--- src/rtl/store_pkg.sv ---
// rtl/store_pkg.sv - size encodings and FSM states for the store path
package store_pkg;

  localparam logic [1:0] SZ_WORD = 2'b00;
  localparam logic [1:0] SZ_HALF = 2'b01;
  localparam logic [1:0] SZ_BYTE = 2'b10;
  localparam logic [1:0] SZ_BAD  = 2'b11;

  typedef enum logic [2:0] {
    IDLE  = 3'd0,
    RD    = 3'd1,
    LATCH = 3'd2,
    WR    = 3'd3,
    FIN   = 3'd4
  } state_e;

endpackage

--- src/rtl/store_merge.sv ---
// rtl/store_merge.sv - replaces the addressed little-endian lane(s) of a word
module store_merge
  import store_pkg::*;
(
  input  logic [31:0] old_i,
  input  logic [31:0] data_i,
  input  logic [1:0]  size_i,
  input  logic [1:0]  lane_i,
  output logic [31:0] merged_o
);

  always_comb begin
    merged_o = old_i;
    case (size_i)
      SZ_WORD: merged_o = data_i;
      SZ_HALF: begin
        if (lane_i[1]) merged_o[31:16] = data_i[15:0];
        else           merged_o[15:0]  = data_i[15:0];
      end
      SZ_BYTE: begin
        case (lane_i)
          2'd0:    merged_o[7:0]   = data_i[7:0];
          2'd1:    merged_o[15:8]  = data_i[7:0];
          2'd2:    merged_o[23:16] = data_i[7:0];
          default: merged_o[31:24] = data_i[7:0];
        endcase
      end
      default: merged_o = old_i;
    endcase
  end

endmodule

--- src/rtl/store_unit.sv ---
// rtl/store_unit.sv - multicycle store with read-modify-write for byte/half stores
module store_unit
  import store_pkg::*;
#(
  parameter int ADDR_W = 32,
  parameter int DATA_W = 32
) (
  input  logic              clk,
  input  logic              reset,
  input  logic              req,
  input  logic [ADDR_W-1:0] req_addr,
  input  logic [DATA_W-1:0] req_data,
  input  logic [1:0]        req_size,
  output logic              busy,
  output logic              done,
  output logic              err,
  output logic [ADDR_W-1:0] mem_addr,
  output logic              mem_wr,
  output logic [DATA_W-1:0] mem_wdata,
  input  logic [DATA_W-1:0] mem_rdata
);

  state_e            state_q;
  logic              busy_q, done_q, err_q, mem_wr_q;
  logic [ADDR_W-1:0] mem_addr_q;
  logic [DATA_W-1:0] data_q, merge_q;
  logic [1:0]        size_q, lane_q;
  logic              bad_d;

  assign bad_d = (req_size == SZ_BAD)
              || (req_size == SZ_HALF && req_addr[0])
              || (req_size == SZ_WORD && req_addr[1:0] != 2'b00);

  // Write data is always derived from registers; after reset the word size
  // and zeroed data register make it read as 0 without a separate clear.
  store_merge u_merge (
    .old_i    (merge_q),
    .data_i   (data_q),
    .size_i   (size_q),
    .lane_i   (lane_q),
    .merged_o (mem_wdata)
  );

  always_ff @(posedge clk or negedge reset) begin
    if (!reset) begin
      state_q    <= IDLE;
      busy_q     <= 1'b0;
      done_q     <= 1'b0;
      err_q      <= 1'b0;
      mem_wr_q   <= 1'b0;
      mem_addr_q <= '0;
      data_q     <= '0;
      merge_q    <= '0;
      size_q     <= SZ_WORD;
      lane_q     <= 2'b00;
    end else begin
      done_q <= 1'b0;
      err_q  <= 1'b0;
      case (state_q)
        IDLE: begin
          if (req) begin
            busy_q     <= 1'b1;
            mem_addr_q <= {req_addr[ADDR_W-1:2], 2'b00};
            data_q     <= req_data;
            size_q     <= req_size;
            lane_q     <= req_addr[1:0];
            merge_q    <= '0;
            if (bad_d) begin
              state_q <= FIN;
              done_q  <= 1'b1;
              err_q   <= 1'b1;
            end else if (req_size == SZ_WORD) begin
              state_q  <= WR;
              mem_wr_q <= 1'b1;
            end else begin
              state_q <= RD;
            end
          end
        end
        RD: state_q <= LATCH;
        LATCH: begin
          merge_q  <= mem_rdata;
          mem_wr_q <= 1'b1;
          state_q  <= WR;
        end
        WR: begin
          mem_wr_q <= 1'b0;
          done_q   <= 1'b1;
          state_q  <= FIN;
        end
        FIN: begin
          busy_q  <= 1'b0;
          state_q <= IDLE;
        end
        default: begin
          busy_q   <= 1'b0;
          mem_wr_q <= 1'b0;
          state_q  <= IDLE;
        end
      endcase
    end
  end

  assign busy     = busy_q;
  assign done     = done_q;
  assign err      = err_q;
  assign mem_wr   = mem_wr_q;
  assign mem_addr = mem_addr_q;

endmodule

--- config.mk ---
export PLATFORM = sky130hd
export DESIGN_NAME = store_unit
export DESIGN_NICKNAME = d
export VERILOG_FILES = /design/src/rtl/store_pkg.sv /design/src/rtl/store_merge.sv /design/src/rtl/store_unit.sv
export SDC_FILE = /design/constraint.sdc
export NUM_CORES = 1
export LEC_CHECK = 0
export ABC_AREA = 1
export CAP_MARGIN = 30
export CORE_AREA = 2 2 108 110
export CTS_CLUSTER_SIZE = 30
export DETAILED_ROUTE_END_ITERATION = 8
export DIE_AREA = 0 0 110 112
export PLACE_DENSITY = 0.8
export SETUP_SLACK_MARGIN = 0.3
export SLEW_MARGIN = 20
export SYNTH_ARGS = -nofsm -noshare
export SYNTH_HDL_FRONTEND = slang
export SYNTH_SLANG_ARGS = --single-unit
--- constraint.sdc ---
create_clock -name clk -period 1.8 [get_ports clk]
set_clock_uncertainty 0.2 [all_clocks]
set_input_delay 0.36 -clock clk [delete_from_list [all_inputs] [get_ports clk]]
set_output_delay 0.36 -clock clk [all_outputs]
set_load 0.05 [all_outputs]
Word level (Yosys, flattened, before mapping)
Cells that the tools add are included.
Widths: inputs -> output; s select.
{"block": "op_classes", "n_eq_ne": 13, "mux": 23, "n_bitwise": 2, "reduce_logical": 17}
{"operator": "$pmux 32 s3", "n": 1}
{"operator": "$pmux 32 s2", "n": 1}
{"operator": "$mux 16", "n": 2}
{"operator": "$mux 32", "n": 1}
{"operator": "$mux 8", "n": 4}
{"operator": "$pmux 3 s4", "n": 1}
{"operator": "$mux 1", "n": 7}
{"operator": "$eq 2x1->1 const B", "n": 3}
{"operator": "$eq 2x2->1 const B", "n": 3}
{"operator": "$eq 3x2->1 const B", "n": 2}
{"operator": "$logic_not 2->1", "n": 3}
{"operator": "$mux 3", "n": 2}
{"operator": "$ne 2x2->1 const B", "n": 3}
{"operator": "$reduce_and 2->1", "n": 3}
{"operator": "$reduce_or 3->1", "n": 2}
{"operator": "$pmux 1 s2", "n": 2}
{"operator": "$reduce_and 4->1", "n": 1}
{"operator": "$reduce_bool 2->1", "n": 2}
{"operator": "$eq 3x1->1 const B", "n": 1}
{"operator": "$eq 3x3->1 const B", "n": 1}
{"operator": "$logic_not 3->1", "n": 1}
{"operator": "$pmux 1 s3", "n": 1}
{"operator": "$logic_and 1x1->1", "n": 2}
{"operator": "$logic_or 1x1->1", "n": 2}
{"operator": "other kinds (3)", "n": 4}
{"block": "word_totals", "register_bits": 105, "in_bits": 101}

Depth between registers and ports, before layout
{"block": "logic_depth", "word_depth": 7, "depth_mapped": 8, "ltp_nobuf": 7}

By module
From an unflattened synthesis, not the netlist that was laid out.
{"block": "hier_totals", "cells_unflattened": 774, "hier_area_um2": 5472.7}
{"module": "store_unit", "n_inst": 1, "cells_each": 465, "area_each_um2": 4131.5}
{"module": "store_merge", "n_inst": 1, "cells_each": 309, "area_each_um2": 1341.3}

Worst setup path after synthesis
No wires, ideal clock.
{"block": "synth_path", "path_kind": "flip-flop to output port", "from": "register lane_q[1]", "to": "output mem_wdata[0]", "t_arrival_ns": 1.670, "t_required_ns": 1.240, "slack_ns": -0.430, "path_stages_with_launch": 6, "n_path_buf": 2, "cell_sequence": "dfrtp_1 -> buf_2 -> o21ai_1 -> nand2_1 -> buf_2 -> o21ai_1"}
{"block": "synth_between", "elab_chain_cells": 3, "word_cells_on_any_way": 4}
{"element": "start, declared", "line_no": "store_unit.sv:27", "rtl": "logic [1:0] size_q, lane_q;"}
{"element": "start signal, assigned", "line_no": "store_unit.sv:66", "rtl": "lane_q <= req_addr[1:0];"}
{"element": "$logic_not 2->1", "line_no": "store_merge.sv:21", "rtl": "case (lane_i)"}
{"element": "$mux 8", "line_no": "store_merge.sv:21"}
{"element": "$pmux 32 s3 *", "line_no": "store_merge.sv:14", "rtl": "case (size_i)"}
{"element": "end, declared", "line_no": "store_unit.sv:19", "rtl": "output logic [DATA_W-1:0] mem_wdata,"}
Every way passes the cells marked *; elsewhere a longest branch is shown, timed or not.

Final worst setup path
{"block": "layout_path", "from": "register size_q[1]", "to": "output mem_wdata[28]"}
{"block": "layout_between", "elab_chain_cells": 2, "word_cells_on_any_way": 4}
{"element": "start, declared", "line_no": "store_unit.sv:27"}
{"element": "start signal, assigned", "line_no": "store_unit.sv:65", "rtl": "size_q <= req_size;"}
{"element": "$eq 2x2->1 (tied with other cells)", "line_no": "store_merge.sv:14"}
{"element": "$pmux 32 s3 *", "line_no": "store_merge.sv:14"}
Marked as above.

==> run metrics <==
launch point of the worst reg-to-reg path=state_q[2]; vias per cell=6.885; Slew HR=approximately two thirds; Antenna diodes=0; Nets=between 900 and 1000; grt total ovfl=0; max incr delay on CP=~0.47 ns; main area contributors after synthesis=dfrtp_1 (52%), nand2_1 (18%), nand3_1 (18%), buf_2 (1.9%), inv_1 (1.6%); Syn Inst Count=650; area delta synth->final=114.9%; HPWL Detailed=about 12000 µm; Top FF cell, synth=dfrtp_1; Worst-path clk slew=approximately 0.080 ns; Reg2Reg Depth=9; DIE HEIGHT=about 110 µm; setup violators final=41; reg2reg setup slack=-0.03 ns; Hold Violations, Final=0; Worst Path Max Fanout=10; worst path buffer plus inverter count=4; post-synthesis sequential area ratio=~52%; Worst EP required=roughly 1.2 ns; core area=11170 µm²; Post-synth EDFFs=0; vias in the first global route=6391; initial antenna violation count=0; first-pass GRT wire length=34960 µm; Total GRT Usage=between 30 and 40%; fin crit share=136.2%; root buffer cell=clkbuf_16; post-route ant nets=0; Core Rows=39; Placed Instances=around 950; synthesized flop and latch total=around 110; WP data arrival=about 1.9 ns; most common cell in the netlist=nand2_1; die area=roughly 12000 µm²; RR Endpoint=mem_addr[2]; Max Cap Viol=0; Final Slew Violations=0; Max clock buf depth=2; CP max stage cell=dfrtp_2; RSZ-0062 raised after global routing=true; total number of vias=approximately 7200; Routed wire per std cell=~32 µm; total CTS buffers=9; Synth warnings=0; largest net degree at the start of global routing=52; CTS tree=done; FMAX=roughly 0.4 GHz; Setup CP Type=reg2out; share of post-route cells with drive strength above 1=between 50 and 60%; crit-path cells=buf_4, nor2_4, buf_12, nand2_1, nand2_1, inv_1, nand3_4, buf_12; Min Clock Period, post-route=2.452 ns; Routed WL=around 34000 µm; IO Port Bufs=between 150 and 200; H-tree depth=3; Detailed Routing Iterations Pass 1=9; IO Count=169; Worst setup EP type=output pin; Synth top area share=51.90%; Commonest cells post-synth=nand2_1 (248), nand3_1 (181), dfrtp_1 (105); failing checks=DRC, setup timing; worst setup margin=-0.6519 ns; # DRC=8; initial detailed-routing violation count=approximately 1100; Yosys top cell by area=dfrtp_1; Netlist cell types=21; Cell Area, Synth=slightly above 5000 µm²; gp weighted congestion=0.9252; initial core utilization=45.30%; clk_lat worst skew=~0.38 ns; fill cell total of the finished layout=approximately 160; Clock Sinks=about 110; Mapped Avg Cell Area=7.788 µm²; status=finished, violations left; CP top delay family=buffers and inverters; crit start category=register; Tightest Pin Transition=0.5257 ns; Hold Crit Class=in2async; Horiz. Die Dim=roughly 110 µm; Synth async-reset ratio=between 90% and 100%; post-route non-filler standard cell count=~1000
## cell families after synthesis
kind of cell | after synthesis | share of synthesized area [%]
buffers and inverters | 66 | 5.957
other | 1 | 0.07408
and+or+nand+nor | 442 | 37.96
AOI/OAI and AO/OA | 36 | 4.103
DFF | 105 | 51.90
## cell usage in the layout (no fill, tap or decap)
master / count
dfrtp_1: 84
a21oi_2: 3
dfrtp_2: 21
nand2_8: 5
inv_8: 1
nand2_2: 83
inv_6: 2
buf_16: 12
nor2_2: 1
nand3_1: 82
inv_4: 3
o21ai_1: 4
buf_2: 1
nor2_4: 6
nor2_1: 2
clkbuf_16: 14
clkbuf_1: 1
nand3_2: 66
inv_1: 14
o211ai_1: 8
inv_2: 8
a21oi_1: 2
dlygate4sd3_1: 1
o21ai_4: 10
nor3_4: 1
clkdlybuf4s50_1: 98
clkinv_4: 1
buf_6: 17
nand2_4: 64
buf_12: 88
buf_8: 6
o21ai_2: 9
buf_4: 44
nand3_4: 33
clkinvlp_4: 1
nand2_1: 101
clkinv_8: 1
conb_1: 2
## worst max-delay path by stage
stage               from            end  cells past startpoint
2_1_floorplan  lane_q[1]   mem_wdata[0]                      5
3_3_place_gp   lane_q[0]  mem_wdata[31]                      4
3_5_place_dp   lane_q[1]   mem_wdata[0]                      7
4_1_cts        lane_q[1]   mem_wdata[1]                      6
5_1_grt        size_q[0]  mem_wdata[28]                      8
6_report       size_q[1]  mem_wdata[28]                      8
## layout make-up
cell class,instances,area [µm²],share of cell area [%]
Timing Repair Buffer,272,3825,35.15
Sequential cell,105,2654,24.39
Clock buffer,10,229.0,2.104
Multi-Input combinational cell,482,3831,35.21
Clock inverter,6,61.31,0.5635
Inverter,25,101.3,0.9315
Tap cell,143,178.9,1.644
## per-layer routing
layer	part of all wire (%)	GRT usage (%)	vias up
met5	0	0	-
met3	13	10.07	333
met1	31	45.75	3407
met2	45	62.45	809
met4	11	16.62	0
li1	-	-	2632
## timing repair
action,in CTS,in global routing
hold buffers,1,0
endpoints found under the setup margin,127,170
hold endpoints to repair,19,0
gates resized for setup,145,272
buffers inserted,26,27
gates cloned,14,7
pin swaps,37,73
## state kept, by name, indices dropped and copies added (netlist names)
name      flops
busy          1
state_q       3
mem_wr        1
lane_q        2
done          1
mem_addr     30
size_q        2
data_q       32
err           1
merge_q      32
## metrics by stage
step	hold slack (ns)	TNS, ns	cell area (µm²)	util, %	worst slack, ns
floorplan	-0.1356	0	5512	-	0.0009578
global placement	0.07264	-0.6859	8119	72.66	-0.04034
detailed placement	0.08165	-1.917	8119	72.66	-0.08535
CTS	0.2363	-13.08	9485	84.88	-0.4397
global route	0.3128	-18.90	10880	97.37	-0.6398
finish	0.2842	-18.32	10880	97.37	-0.6519
Power is left out: the tool's default activity adds up to more than one toggle a clock period on the data nets, which glitch-free logic cannot reach.
